--- src/rtl/axi_lite_reg_master.sv ---
// Register-bus to AXI4-Lite master bridge with independent write and read engines.
// Optional per-transaction abort timer enabled by defining AXI_MIF_TIMEOUT_EN.
module axi_lite_reg_master #(
  parameter int unsigned        ADDR_W    = 32,
  parameter int unsigned        DATA_W    = 32,
  parameter int unsigned        REG_ADR_W = 16,
  parameter logic [ADDR_W-1:0]  ADDR_BASE = '0
`ifdef AXI_MIF_TIMEOUT_EN
  , parameter int unsigned      TIMEOUT_CYC = 1024
`endif
) (
  input  logic                 CLK,
  input  logic                 RST_N,
  input  logic                 REG_WREN,
  input  logic [REG_ADR_W-1:0] REG_WADR,
  input  logic [DATA_W-1:0]    REG_WDAT,
  input  logic [DATA_W/8-1:0]  REG_WSTB,
  output logic                 REG_WBSY,
  output logic                 REG_WDONE,
  output logic [1:0]           REG_WERR,
  input  logic                 REG_RDEN,
  input  logic [REG_ADR_W-1:0] REG_RADR,
  output logic                 REG_RBSY,
  output logic [DATA_W-1:0]    REG_RDAT,
  output logic                 REG_RVLD,
  output logic [1:0]           REG_RERR,
  output logic [ADDR_W-1:0]    S_AXI_AWADDR,
  output logic                 S_AXI_AWVALID,
  input  logic                 S_AXI_AWREADY,
  output logic [DATA_W-1:0]    S_AXI_WDATA,
  output logic [DATA_W/8-1:0]  S_AXI_WSTRB,
  output logic                 S_AXI_WVALID,
  input  logic                 S_AXI_WREADY,
  input  logic [1:0]           S_AXI_BRESP,
  input  logic                 S_AXI_BVALID,
  output logic                 S_AXI_BREADY,
  output logic [ADDR_W-1:0]    S_AXI_ARADDR,
  output logic                 S_AXI_ARVALID,
  input  logic                 S_AXI_ARREADY,
  input  logic [DATA_W-1:0]    S_AXI_RDATA,
  input  logic [1:0]           S_AXI_RRESP,
  input  logic                 S_AXI_RVALID,
  output logic                 S_AXI_RREADY
);

  localparam int unsigned STRB_W = DATA_W / 8;
`ifdef AXI_MIF_TIMEOUT_EN
  localparam int unsigned TO_W = (TIMEOUT_CYC > 2) ? $clog2(TIMEOUT_CYC) : 1;
`endif

  typedef enum logic [1:0] {W_IDLE, W_XFER, W_RESP, W_DONE} w_state_e;
  typedef enum logic [1:0] {R_IDLE, R_ADDR, R_DATA, R_DONE} r_state_e;

  w_state_e            w_state_q, w_state_d;
  logic [ADDR_W-1:0]   awaddr_q, awaddr_d;
  logic [DATA_W-1:0]   wdata_q, wdata_d;
  logic [STRB_W-1:0]   wstrb_q, wstrb_d;
  logic                awvalid_q, awvalid_d;
  logic                wvalid_q, wvalid_d;
  logic                bready_q, bready_d;
  logic                wbsy_q, wbsy_d;
  logic                wdone_q, wdone_d;
  logic [1:0]          werr_q, werr_d;

  r_state_e            r_state_q, r_state_d;
  logic [ADDR_W-1:0]   araddr_q, araddr_d;
  logic                arvalid_q, arvalid_d;
  logic                rready_q, rready_d;
  logic                rbsy_q, rbsy_d;
  logic                rvld_q, rvld_d;
  logic [DATA_W-1:0]   rdat_q, rdat_d;
  logic [1:0]          rerr_q, rerr_d;

`ifdef AXI_MIF_TIMEOUT_EN
  logic [TO_W-1:0]     wcnt_q, wcnt_d;
  logic [TO_W-1:0]     rcnt_q, rcnt_d;
`endif

  // Write engine next-state and registered-output logic
  always_comb begin
    w_state_d = w_state_q;
    awaddr_d  = awaddr_q;
    wdata_d   = wdata_q;
    wstrb_d   = wstrb_q;
    awvalid_d = awvalid_q;
    wvalid_d  = wvalid_q;
    bready_d  = bready_q;
    wbsy_d    = wbsy_q;
    wdone_d   = 1'b0;
    werr_d    = werr_q;
`ifdef AXI_MIF_TIMEOUT_EN
    wcnt_d    = '0;
`endif
    unique case (w_state_q)
      W_IDLE: begin
        if (REG_WREN) begin
          w_state_d = W_XFER;
          awaddr_d  = ADDR_BASE + ADDR_W'(REG_WADR);
          wdata_d   = REG_WDAT;
          wstrb_d   = REG_WSTB;
          awvalid_d = 1'b1;
          wvalid_d  = 1'b1;
          wbsy_d    = 1'b1;
        end
      end
      W_XFER: begin
        if (awvalid_q && S_AXI_AWREADY) awvalid_d = 1'b0;
        if (wvalid_q && S_AXI_WREADY)   wvalid_d  = 1'b0;
        if (!awvalid_d && !wvalid_d) begin
          w_state_d = W_RESP;
          bready_d  = 1'b1;
        end
      end
      W_RESP: begin
        if (S_AXI_BVALID) begin
          w_state_d = W_DONE;
          werr_d    = S_AXI_BRESP;
          bready_d  = 1'b0;
          wdone_d   = 1'b1;
          wbsy_d    = 1'b0;
        end
      end
      W_DONE:  w_state_d = W_IDLE;
      default: w_state_d = W_IDLE;
    endcase
`ifdef AXI_MIF_TIMEOUT_EN
    // A completed B handshake wins over an expiring timer in the same cycle
    if (w_state_q == W_XFER || w_state_q == W_RESP) begin
      wcnt_d = wcnt_q + TO_W'(1);
      if (w_state_d != W_DONE && wcnt_q == TO_W'(TIMEOUT_CYC - 1)) begin
        w_state_d = W_DONE;
        awvalid_d = 1'b0;
        wvalid_d  = 1'b0;
        bready_d  = 1'b0;
        werr_d    = 2'b11;
        wdone_d   = 1'b1;
        wbsy_d    = 1'b0;
      end
    end
`endif
  end

  // Read engine next-state and registered-output logic
  always_comb begin
    r_state_d = r_state_q;
    araddr_d  = araddr_q;
    arvalid_d = arvalid_q;
    rready_d  = rready_q;
    rbsy_d    = rbsy_q;
    rvld_d    = 1'b0;
    rdat_d    = rdat_q;
    rerr_d    = rerr_q;
`ifdef AXI_MIF_TIMEOUT_EN
    rcnt_d    = '0;
`endif
    unique case (r_state_q)
      R_IDLE: begin
        if (REG_RDEN) begin
          r_state_d = R_ADDR;
          araddr_d  = ADDR_BASE + ADDR_W'(REG_RADR);
          arvalid_d = 1'b1;
          rbsy_d    = 1'b1;
        end
      end
      R_ADDR: begin
        if (S_AXI_ARREADY) begin
          r_state_d = R_DATA;
          arvalid_d = 1'b0;
          rready_d  = 1'b1;
        end
      end
      R_DATA: begin
        if (S_AXI_RVALID) begin
          r_state_d = R_DONE;
          rdat_d    = S_AXI_RDATA;
          rerr_d    = S_AXI_RRESP;
          rready_d  = 1'b0;
          rvld_d    = 1'b1;
          rbsy_d    = 1'b0;
        end
      end
      R_DONE:  r_state_d = R_IDLE;
      default: r_state_d = R_IDLE;
    endcase
`ifdef AXI_MIF_TIMEOUT_EN
    if (r_state_q == R_ADDR || r_state_q == R_DATA) begin
      rcnt_d = rcnt_q + TO_W'(1);
      if (r_state_d != R_DONE && rcnt_q == TO_W'(TIMEOUT_CYC - 1)) begin
        r_state_d = R_DONE;
        arvalid_d = 1'b0;
        rready_d  = 1'b0;
        rerr_d    = 2'b11;
        rvld_d    = 1'b1;
        rbsy_d    = 1'b0;
      end
    end
`endif
  end

  // State and output registers; reset abandons any transaction in flight
  always_ff @(posedge CLK) begin
    if (!RST_N) begin
      w_state_q <= W_IDLE;
      awaddr_q  <= '0;
      wdata_q   <= '0;
      wstrb_q   <= '0;
      awvalid_q <= 1'b0;
      wvalid_q  <= 1'b0;
      bready_q  <= 1'b0;
      wbsy_q    <= 1'b0;
      wdone_q   <= 1'b0;
      werr_q    <= '0;
      r_state_q <= R_IDLE;
      araddr_q  <= '0;
      arvalid_q <= 1'b0;
      rready_q  <= 1'b0;
      rbsy_q    <= 1'b0;
      rvld_q    <= 1'b0;
      rdat_q    <= '0;
      rerr_q    <= '0;
`ifdef AXI_MIF_TIMEOUT_EN
      wcnt_q    <= '0;
      rcnt_q    <= '0;
`endif
    end else begin
      w_state_q <= w_state_d;
      awaddr_q  <= awaddr_d;
      wdata_q   <= wdata_d;
      wstrb_q   <= wstrb_d;
      awvalid_q <= awvalid_d;
      wvalid_q  <= wvalid_d;
      bready_q  <= bready_d;
      wbsy_q    <= wbsy_d;
      wdone_q   <= wdone_d;
      werr_q    <= werr_d;
      r_state_q <= r_state_d;
      araddr_q  <= araddr_d;
      arvalid_q <= arvalid_d;
      rready_q  <= rready_d;
      rbsy_q    <= rbsy_d;
      rvld_q    <= rvld_d;
      rdat_q    <= rdat_d;
      rerr_q    <= rerr_d;
`ifdef AXI_MIF_TIMEOUT_EN
      wcnt_q    <= wcnt_d;
      rcnt_q    <= rcnt_d;
`endif
    end
  end

  assign S_AXI_AWADDR  = awaddr_q;
  assign S_AXI_AWVALID = awvalid_q;
  assign S_AXI_WDATA   = wdata_q;
  assign S_AXI_WSTRB   = wstrb_q;
  assign S_AXI_WVALID  = wvalid_q;
  assign S_AXI_BREADY  = bready_q;
  assign S_AXI_ARADDR  = araddr_q;
  assign S_AXI_ARVALID = arvalid_q;
  assign S_AXI_RREADY  = rready_q;
  assign REG_WBSY      = wbsy_q;
  assign REG_WDONE     = wdone_q;
  assign REG_WERR      = werr_q;
  assign REG_RBSY      = rbsy_q;
  assign REG_RVLD      = rvld_q;
  assign REG_RDAT      = rdat_q;
  assign REG_RERR      = rerr_q;

endmodule

--- config.mk ---
export PLATFORM = sky130hd
export DESIGN_NAME = axi_lite_reg_master
export DESIGN_NICKNAME = d
export VERILOG_FILES = /design/src/rtl/axi_lite_reg_master.sv
export SDC_FILE = /design/constraint.sdc
export NUM_CORES = 1
export LEC_CHECK = 0
export CAP_MARGIN = 15
export CORE_MARGIN = 1.5
export CORE_UTILIZATION = 39
export DETAILED_ROUTE_END_ITERATION = 16
export PLACE_DENSITY_LB_ADDON = 0.08
export SYNTH_ARGS = -nofsm -noshare
export SYNTH_HDL_FRONTEND = slang
export SYNTH_SLANG_ARGS = --single-unit
--- constraint.sdc ---
create_clock -name CLK -period 1.8 [get_ports CLK]
set_input_delay 0.18 -clock CLK [delete_from_list [all_inputs] [get_ports CLK]]
set_output_delay 0.18 -clock CLK [all_outputs]
set_load 0.05 [all_outputs]
# Yosys cells after proc, flatten, opt, wreduce, memory -nomap -nowiden
# Index checks and enable logic that the tools add are counted.
[word_totals]
ff_bits = 117
output_inout_bits = 145
in_bits = 113
[op_classes]
n_mux = 28
eq_ne = 12
n_reduce_logical = 27
[op_table]
columns = ["cell", "count"]
rows = [
  ["AND reduction 3 bit", 7],
  ["case mux 2 bit (4 select lines)", 2],
  ["case mux 1 bit (2 select lines)", 7],
  ["AND reduction 2 bit", 7],
  ["2-to-1 mux 1 bit", 13],
  ["2-to-1 mux 2 bit", 6],
  ["!= test 2 bit (second input constant)", 6],
  ["nonzero test 2 bit", 6],
  ["== test 2 bit (second input constant)", 4],
  ["== test 2 x 1 -> 1 bit (second input constant)", 2],
  ["logical NOT 2 bit", 2],
  ["logical AND 1 bit", 3],
  ["logical NOT 1 bit", 2],
]

# Logic depth before layout (Yosys ltp)
# Gate-level depths: netlist (run 1).
[depth]
depth_word = 7
ltp_mapped = 7

# Worst setup path before layout (run 1)
# No wires, ideal clock.
[synth_timing]
path_type = "register to register"
from = "register awvalid_q (netlist: S_AXI_AWVALID)"
to = "register w_state_q[0]"
setup_ps = 115
slack_ps = 436
synth_period_minus_slack_ps = 1364
stages_incl_launch_ff = 5
arrival_time_ps = 1249
path_cell_list = "dfxtp_1 -> nand2b_1 -> a21boi_1 -> a221oi_2 -> o21a_1"
[synth_between]
elab_chain_cells = 7
[synth_lines]
columns = ["item", "line_no", "text"]
rows = [
  ["start: declaration", "58", "logic awvalid_q, awvalid_d;"],
  ["start signal: assignment", "230", "awvalid_q <= awvalid_d;"],
  ["logical AND 1 bit", "107", "if (awvalid_q && S_AXI_AWREADY) awvalid_d = 1'b0;"],
  ["2-to-1 mux 1 bit (*)", "107", ""],
  ["2-to-1 mux 1 bit (*)", "94", "unique case (w_state_q)"],
  ["logical NOT 1 bit (*)", "109", "if (!awvalid_d && !wvalid_d) begin"],
  ["logical AND 1 bit (*)", "109", ""],
  ["!= test 2 bit (no line) (*)", "-", ""],
  ["AND reduction 3 bit (no line) (*)", "-", ""],
  ["end signal: assignment", "226", "w_state_q <= w_state_d;"],
  ["end: declaration", "54", "w_state_e w_state_q, w_state_d;"],
]
# Every way passes the cells marked *; elsewhere a longest branch is shown, timed or not. The select of a mux whose other input is x is not followed.
# A chain may end at the register's enable or synchronous reset.

# Final worst setup path (run 1)
[layout_timing]
from = "register awaddr_q[5] (netlist: S_AXI_AWADDR[5])"
to = "output S_AXI_AWADDR[5]"
[layout_rtl]
columns = ["item", "line_no", "text"]
rows = [
  ["start: declaration", "55", "logic [ADDR_W-1:0] awaddr_q, awaddr_d;"],
  ["start signal: assignment", "227", "awaddr_q <= awaddr_d;"],
  ["end: declaration", "27", "output logic [ADDR_W-1:0] S_AXI_AWADDR,"],
]
# No word-level cell between the ends.

==> flow_summary.json, run 1 <==
{
  "outcome": "complete, no violations",
  "core-area_mm2": 0.0120,
  "hold_class": "in2reg",
  "critPathBufInv": 1,
  "die_width_um": 114,
  "route.detailed.drc": 0,
  "crit_cells": 1,
  "grt-ovfl-total": 0,
  "slew_violations": 0,
  "n_antenna_cell": 0,
  "hold_viol": 0,
  "period_minus_slack_ns": 1.75,
  "grt_pass1_wl_um": 20000,
  "totalWireLength_um": 12800,
  "vias_per_cell": 4.58,
  "slew_headroom": 0.625,
  "antenna_found_initial": 0,
  "cts.clk_slew.worst_paths_ns": 0.05,
  "grt_pass1_vias": 4130,
  "clk_path_buf_depth": 2,
  "synth_edf_count": 0,
  "cp.required_ns": 1.62,
  "ant_nets": 0,
  "power_leakage_nw": 3.03,
  "crit_path_end_kind": "output pin",
  "cts_hold_buf": 0,
  "cpLargestDelayFamily": "buffers and inverters",
  "numClockSinks": 117,
  "netlist_top_cells_area": "dfxtp_1, nand2_1, a21boi_1",
  "async_flop_share": 0,
  "die_area_mm2": 0.0130,
  "place_hpwl_um": 9140,
  "critPathMaxStageDelay_ns": 0.82,
  "layout-drive-gt1-share": 0.0564,
  "placed_cell_area_mm2": 0.00700,
  "syn_to_final_growth_pct": 58.2,
  "synth_commonest_cells": "nand2_1, dfxtp_1, a21boi_1, buf_4, a21boi_0",
  "final.setup.tns_ns": 0,
  "synth.top_cell.area_share": 0.486,
  "io_buffers": 225,
  "synth-main-ff-cell": "dfxtp_1",
  "rrSetupSlack_ns": 0.27,
  "yosysTopAreaCell": "dfxtp_1",
  "tritoncts": "built",
  "rr_worst_depth": 6,
  "endpoint": "S_AXI_AWADDR[5]",
  "timing.rr.start": "r_state_q[0]",
  "startpoint": "S_AXI_AWADDR[5]",
  "r2r_end": "REG_RDAT[20]",
  "grt_max_degree": 119,
  "ys_types": 29,
  "cp_cell_sequence": "clkdlybuf4s50_1",
  "die_h_um": 114,
  "core.rowCount": 40,
  "arrival_ns": 1.57,
  "drt_iter0_markers": 224,
  "cts_made_buffers": 17,
  "vdd_drop_max_mv": 0.750,
  "initial_core_util": 0.401,
  "nets": 904,
  "cp-start-kind": "flip-flop",
  "fmax_ghz": 0.573,
  "synth.most_common_cell": "nand2_1",
  "max-cap-violations": 0,
  "synth-seq-cells": 117,
  "post-route-cell-area_mm2": 0.00763,
  "yosys_warnings": 0,
  "syn_inst": 569,
  "boundaryPins": 258,
  "synth_area_mm2": 0.00482,
  "rsz0062_at_grt": "no",
  "finalCritPeriodShare": 0.970,
  "gp_congestion": 0.809,
  "first_pass_iters": 4,
  "finalSetupViolations": 0,
  "worstSetupPathType": "reg2out",
  "power.density_mw_per_mm2": 1480,
  "finalClockSkew_ns": 0.00539,
  "regArea_mm2": 0.00234,
  "cts-root-buf": "clkbuf_16",
  "critical_path_peak_fanout": 2,
  "wl_per_cell_um": 13.6,
  "h-tree-depth": 4,
  "grt_util_all_layers": 0.197,
  "syn_avg_cell_area_um2": 8.47,
  "clock_latency_ns": 0.40,
  "multiInputGateArea_mm2": 0.00210,
  "yosysSeqAreaShare": 0.486,
  "slowest_stage": "clkdlybuf4s50_1",
  "n_fill_cell": 1095,
  "worst_pin_slew_ns": 0.562,
  "vias": 4328
}
==> metal layers <==
| metal | GRT usage | up-vias | routed length, µm |
|---|---|---|---|
| li1 | - | 2194 | - |
| met1 | 0.215 | 1951 | 5170 |
| met2 | 0.342 | 161 | 6380 |
| met3 | 0.0731 | 22 | 986 |
| met4 | 0.0858 | 0 | 285 |
| met5 | 0 | - | 0 |
==> final cells by class <==
class	instances	area share
Timing Repair Buffer	233	0.309
Sequential cell	117	0.307
Multi-Input combinational cell	407	0.276
Clock buffer	24	0.0645
Tap cell	147	0.0241
Clock inverter	8	0.0159
Inverter	9	0.00443
==> stage by stage <==
| stage | worst slack, ns | utilization | total power, mW | instances | hold slack [ns] |
|---|---|---|---|---|---|
| after floorplan | 0.436 | - | 6.59 | 600 | 0.315 |
| after global routing | 0.00128 | 0.635 | 11.9 | 945 | 0.317 |
| after CTS | 0.0000698 | 0.634 | 11.4 | 945 | 0.303 |
| after detailed placement | 0.249 | 0.583 | 7.98 | 913 | 0.444 |
| final | 0.0541 | 0.635 | 11.3 | 945 | 0.320 |
| after global placement | 0.288 | 0.583 | 7.89 | 913 | 0.440 |
==> flip-flops by register name, indices dropped and copies added, names as in the netlist <==
register       count
S_AXI_BREADY       1
REG_RDAT          32
S_AXI_ARVALID      1
r_state_q          2
REG_WDONE          1
REG_RERR           2
S_AXI_WSTRB        4
REG_RBSY           1
REG_WERR           2
S_AXI_WVALID       1
S_AXI_WDATA       32
REG_RVLD           1
w_state_q          2
S_AXI_ARADDR      16
S_AXI_AWADDR      16
S_AXI_RREADY       1
REG_WBSY           1
S_AXI_AWVALID      1
==> worst min path at each step <==
stage	start	to	depth (start not counted)
2_1_floorplan	S_AXI_RDATA[26]	REG_RDAT[26]	2
3_3_place_gp	S_AXI_AWADDR[0]	S_AXI_AWADDR[0]	2
3_5_place_dp	S_AXI_WDATA[22]	S_AXI_WDATA[22]	2
4_1_cts	S_AXI_RDATA[18]	REG_RDAT[18]	3
5_1_grt	S_AXI_RDATA[18]	REG_RDAT[18]	3
6_report	S_AXI_RDATA[18]	REG_RDAT[18]	3
==> where the power goes <==
part | total, mW | switching [mW] | internal [mW] | leakage (nW)
Combinational | 4.51 | 2.98 | 1.53 | 1.77
Sequential | 3.36 | 0.268 | 3.09 | 0.956
Clock | 3.44 | 1.12 | 2.32 | 0.300
==> cell usage in the layout (no fill, tap or decap), types with 2 or more instances in the layout <==
| cell type | synthesis | layout |
|---|---|---|
| a21boi_0 | 26 | 26 |
| a21boi_1 | 84 | 84 |
| a221oi_2 | 2 | 2 |
| and2_1 | 3 | 2 |
| and3_1 | 2 | 2 |
| buf_12 | 0 | 3 |
| buf_4 | 36 | 8 |
| bufinv_16 | 0 | 3 |
| clkbuf_1 | 17 | 3 |
| clkbuf_16 | 0 | 17 |
| clkbuf_8 | 0 | 4 |
| clkdlybuf4s50_1 | 0 | 213 |
| clkinv_2 | 0 | 3 |
| conb_1 | 1 | 32 |
| dfxtp_1 | 117 | 117 |
| dlymetal6s2s_1 | 0 | 7 |
| ha_1 | 6 | 6 |
| inv_1 | 9 | 9 |
| mux2i_1 | 2 | 2 |
| nand2_1 | 222 | 222 |
| nand2b_1 | 2 | 2 |
| nand3_1 | 2 | 2 |
| nor2_1 | 4 | 4 |
| nor2b_1 | 5 | 5 |
| nor3_1 | 2 | 2 |
| o211ai_1 | 3 | 3 |
| o21ai_0 | 3 | 3 |
==> kinds of logic (layout without fill, tap and decap cells) <==
| family | Yosys count | in the layout | synth area share |
|---|---|---|---|
| muxes | 2 | 2 | 0.00415 |
| and+or+nand+nor | 244 | 244 | 0.199 |
| adders and majority gates | 6 | 6 | 0.0156 |
| buffers and inverters | 76 | 274 | 0.103 |
| DFF | 117 | 117 | 0.486 |
| AOI/OAI and AO/OA | 123 | 123 | 0.193 |
| other | 1 | 32 | 0.000778 |
==> repair_timing <==
action                     CTS  global route
gates cloned                 0             0
gates resized for setup      1             7
setup buffers                0             0
setup endpoints to repair    1             7
pin swaps                    0             0
(Power assumes the default switching activity.)
==> run 2, diff against run 1 <==
--- a/config.mk
+++ b/config.mk
@@ -7,8 +7,10 @@
 export LEC_CHECK = 0
 export CAP_MARGIN = 15
 export CORE_MARGIN = 1.5
-export CORE_UTILIZATION = 39
+export CORE_UTILIZATION = 50
+export CTS_BUF_LIST = sky130_fd_sc_hd__clkbuf_16
 export DETAILED_ROUTE_END_ITERATION = 16
+export DONT_BUFFER_PORTS = 1
 export PLACE_DENSITY_LB_ADDON = 0.08
 export SYNTH_ARGS = -nofsm -noshare
 export SYNTH_HDL_FRONTEND = slang
==> flow_summary.json, run 2 (synthesis results as in run 1) <==
{
  "outcome": "complete, no violations",
  "finalCritPeriodShare": 0.916,
  "core-area_mm2": 0.00928,
  "vias_per_cell": 4.98,
  "initial_core_util": 0.519,
  "arrival_ns": 1.99,
  "core.rowCount": 35,
  "gp_congestion": 0.819,
  "final.setup.tns_ns": 0,
  "io_buffers": 0,
  "layout-drive-gt1-share": 0.0679,
  "finalSetupViolations": 0,
  "dp.cells": 677,
  "cts_made_buffers": 17,
  "finalClockSkew_ns": 0.0101,
  "grt_pass1_vias": 3962,
  "syn_to_final_growth_pct": 35.4,
  "vdd_drop_max_mv": 1.00,
  "die_width_um": 101,
  "worst_pin_slew_ns": 0.567,
  "slew_violations": 0,
  "crit_path_end_kind": "flip-flop",
  "power.density_mw_per_mm2": 1600,
  "critical_path_peak_fanout": 8,
  "holdWs_ns": 0.0255,
  "grt_util_all_layers": 0.232,
  "clock_latency_ns": 0.40,
  "cts-root-buf": "clkbuf_16",
  "first_pass_iters": 4,
  "max-cap-violations": 0,
  "layout_common_cells": "nand2_1, dfxtp_1, dlygate4sd3_1",
  "slew_headroom": 0.621,
  "boundaryPins": 258,
  "utilization": 0.703,
  "h-tree-depth": 4,
  "numClockSinks": 117,
  "final_common_cell": "nand2_1",
  "vias": 4090,
  "clk_path_buf_depth": 2,
  "cp_cell_sequence": "inv_1, ha_2, nand2_2, nand2_1, a21boi_1, dlygate4sd3_1",
  "instances_no_fill": 821,
  "n_antenna_cell": 0,
  "slowest_stage": "dlygate4sd3_1",
  "grt-ovfl-total": 0,
  "critPathBufInv": 2,
  "cts.clk_slew.worst_paths_ns": 0.05,
  "post_cts_buffers": 0,
  "placed_cell_area_mm2": 0.00480,
  "cpLargestDelayFamily": "buffers and inverters",
  "period_minus_slack_ns": 1.65,
  "drt_iter0_markers": 146,
  "cp-start-kind": "flip-flop",
  "wl_per_cell_um": 15.2,
  "die_h_um": 101,
  "post-route-cell-area_mm2": 0.00653,
  "grt_max_degree": 114,
  "antenna_found_initial": 0,
  "place_hpwl_um": 7410,
  "grt_pass1_wl_um": 18600,
  "cp.required_ns": 2.14,
  "ant_nets": 0,
  "critPathMaxStageDelay_ns": 0.56,
  "hold_class": "in2reg",
  "fmax_ghz": 0.606,
  "hold_viol": 0,
  "power_leakage_nw": 2.58,
  "totalWireLength_um": 12500,
  "tritoncts": "built",
  "die_area_mm2": 0.0102,
  "rsz0062_at_grt": "no",
  "nets": 799,
  "route.detailed.drc": 0,
  "worstSetupPathType": "reg2reg"
}
## run 2: layout make-up
class	count	area [µm²]
fillers	720	2760
flip-flops and latches	117	2340
multi-input cells	407	2110
repair buffers	128	1310
clock buffers	17	425
well taps	129	161
clock inverters	14	145
inverters	9	33.8
## run 2: power breakdown
part	total [mW]	leakage (nW)	switching [mW]	internal (mW)
Clock	3.23	0.277	1.11	2.13
Sequential	4.76	0.956	1.67	3.09
Combinational	2.48	1.35	1.54	0.943
Total	10.5	2.58	4.31	6.16
## run 2: worst paths after layout
check,start,depth (start not counted),slack [ns],endpoint
max reg2reg,w_state_q[0],6,0.15,REG_WERR[0]
min reg2reg,S_AXI_AWADDR[2],2,0.45,S_AXI_AWADDR[2]
max,w_state_q[0],6,0.15,REG_WERR[0]
min,REG_WREN,3,0.03,REG_WBSY
## run 2: worst reg2reg max path: cells and delay by family, from the launching register on
| family | cells | cell delay [ns] |
|---|---|---|
| compound gates | 1 | 0.18 |
| fa+ha+maj | 1 | 0.24 |
| flops | 1 | 0.35 |
| buf+inv | 2 | 0.63 |
| simple gates | 2 | 0.20 |
## run 2: stage by stage
step                      setup slack (ns)  total power [mW]
after floorplan                      0.436              6.59
after global placement               0.376              6.91
after detailed placement             0.254              6.99
after CTS                           0.0625              10.5
after global routing                0.0332              11.0
final                                0.151              10.5
## run 2: per-layer routing
metal  part of all wire  vias up  GRT usage
met1               0.38     1908      0.238
met2               0.52      168      0.419
li1                   -     1992          -
met3              0.076       22     0.0773
met5                  0        -          0
met4              0.021        0      0.125
## run 2: repair_timing
action                                 4_1_cts  5_1_grt
setup endpoints to repair                    0        2
endpoints found under the hold margin      117        0
gates resized for setup                      0        3
hold buffers                               113        0
==> variant: new RTL, config.mk and constraints of run 1 <==
Take the reset off `awaddr_q` and load it in a clocked block of its own.
--- a/src/rtl/axi_lite_reg_master.sv
+++ b/src/rtl/axi_lite_reg_master.sv
@@ -203,3 +203,2 @@
       w_state_q <= W_IDLE;
-      awaddr_q  <= '0;
       wdata_q   <= '0;
@@ -226,3 +225,2 @@
       w_state_q <= w_state_d;
-      awaddr_q  <= awaddr_d;
       wdata_q   <= wdata_d;
@@ -250,2 +248,6 @@
 
+  always_ff @(posedge CLK) begin
+    awaddr_q <= awaddr_d;
+  end
+
   assign S_AXI_AWADDR  = awaddr_q;
Check against the original RTL: not equivalent (a bounded check fails within 4 cycles, from zero or initial values and one cycle with RST_N low).
==> variant against run 1 <==
- hold slack worse by 0.017 ns
- via count shrank 5.8%
- power increased by 1.7%
- first-iteration DRC count shrank 8.9%
- maximum frequency is 0.35% lower
- global-route usage up 0.18 points
- worst setup slack got worse by 0.0061 ns
- non-clock buffer count stayed put
- sequential cell count did not move
- area after synthesis is 2.5% lower
- design area shrank 0.48%
- routed wire length down 2.2%
- sequential share of layout area up 2.3 points
- core utilization grew 2.1 points
==> variant: results (changes against run 1) <==
* Wirelength, routed: 12500 um (-2.2%)
- The reported leakage power came to 0.00299 uW (-1.1%).
- The post-synthesis cell type count is 34 (+17%).
- Number of enable flip-flop cells after synthesis: 16 (+16)
- The count of nets after finishing came to 856 (-5.3%).
- Via count of the first global-routing pass: 4012 (-2.9%)
- Post-synthesis sequential area ratio: 0.532 (+0.0465)
* Later-pin clock latency in the skew report: 0.41 ns
* Normalized max-slew margin: 0.611 (-0.0138)
* Gp weighted congestion: 0.808 (-0.17%)
- The pin count of the biggest net entering global routing was 103 (-13%).
- The worst register-to-register path ends at S_AXI_AWADDR[14].
- The post-route clock skew came to 0.00501 ns (-0.000383 ns).
- In this run the worst setup path terminates at S_AXI_BREADY.
- Number of DRC markers after the initial detailed-route iteration: 204 (-8.9%)
- Ranking of synthesized cells by instance count: sky130_fd_sc_hd__nand2_1 (189), sky130_fd_sc_hd__dfxtp_1 (101), sky130_fd_sc_hd__a21boi_1 (70)
* Total GRT Usage: 0.199 (+0.00183)
- Terminating pin of the worst hold path: REG_RDAT[10]
- The worst register-to-register path begins at w_state_q[0].
- Worst Path Arrival: 1.57 ns (about the same)
- Outcome: finished clean
- The via density per instance came to 4.56 (-0.36%).
- The wire length of the first global-routing pass was 19700 um (-1.5%).
- The post-detailed-placement half-perimeter wirelength was 8930 um (-2.4%).
- Fraction of layout instances using a drive strength above 1: 0.0600 (+0.00361)
- The cell depth of the worst flop-to-flop path is 5 (-1).
- The cell-internal power is 7180 uW (+3.5%).
- The clock period minus final worst setup slack was 1.75 ns (+0.00608 ns).
- Highest fanout seen on the critical path: 3 (+1)
- The pre-CTS worst setup slack is 0.205 ns (-0.0442 ns).
* Launching element of the worst setup path: S_AXI_BREADY
- The setup slack on the worst flop-to-flop path was 0.22 ns (-0.05 ns).
* Worst VDD drop: 0.774 mV (+3.3%)
- Sequential share of power: 0.300 (+0.003)
- Ranking of synthesized cells by area: sky130_fd_sc_hd__dfxtp_1 (43%), sky130_fd_sc_hd__nand2_1 (15%), sky130_fd_sc_hd__a21boi_1 (11%)
==> variant: cell count changes after synthesis, moves of 2 or more <==
cell,change
sky130_fd_sc_hd__nand2_1,-33
sky130_fd_sc_hd__buf_1,+2
sky130_fd_sc_hd__a21boi_1,-14
sky130_fd_sc_hd__dfxtp_1,-16
sky130_fd_sc_hd__edfxtp_1,+16
sky130_fd_sc_hd__a21boi_0,-2
sky130_fd_sc_hd__clkbuf_1,-4
sky130_fd_sc_hd__buf_4,-3
==> variant: kinds of logic (layout without fill, tap and decap cells) <==
kind of cell | count (synthesis) | after routing | share of synthesized area
AOI/OAI and AO/OA | 107 | 107 | 0.172
adders and majority gates | 6 | 6 | 0.0160
buffers and inverters | 70 | 275 | 0.0964
DFF | 117 | 117 | 0.532
muxes | 2 | 2 | 0.00426
other | 1 | 32 | 0.000798
and+or+nand+nor | 211 | 211 | 0.178
==> variant: per-stage QoR <==
stage / instance area, um^2 / total power [uW] / std cells / utilization
2_1_floorplan: 4820 / 6580 / 545 / -
3_3_place_gp: 6950 / 7930 / 861 / 0.601
3_5_place_dp: 6950 / 8020 / 861 / 0.601
4_1_cts: 7570 / 11600 / 893 / 0.655
5_1_grt: 7590 / 12100 / 893 / 0.656
6_report: 7590 / 11500 / 893 / 0.656
==> variant: layout make-up <==
class / instances / area, um^2 / area share
multi-input combinational: 358 / 1860 / 0.245
inverter: 10 / 38.8 / 0.00511
clock buffer: 19 / 443 / 0.0583
tap: 143 / 179 / 0.0236
clock inverter: 13 / 186 / 0.0246
sequential: 117 / 2500 / 0.330
timing repair buffer: 233 / 2380 / 0.314
==> variant: routing by layer <==
metal  global-route usage  routed length, um  part of all wire
met1                0.226               5200              0.41
met2                0.345               6150              0.49
met3               0.0568                897             0.072
met4               0.0937                285             0.023
met5                    0                  0                 0
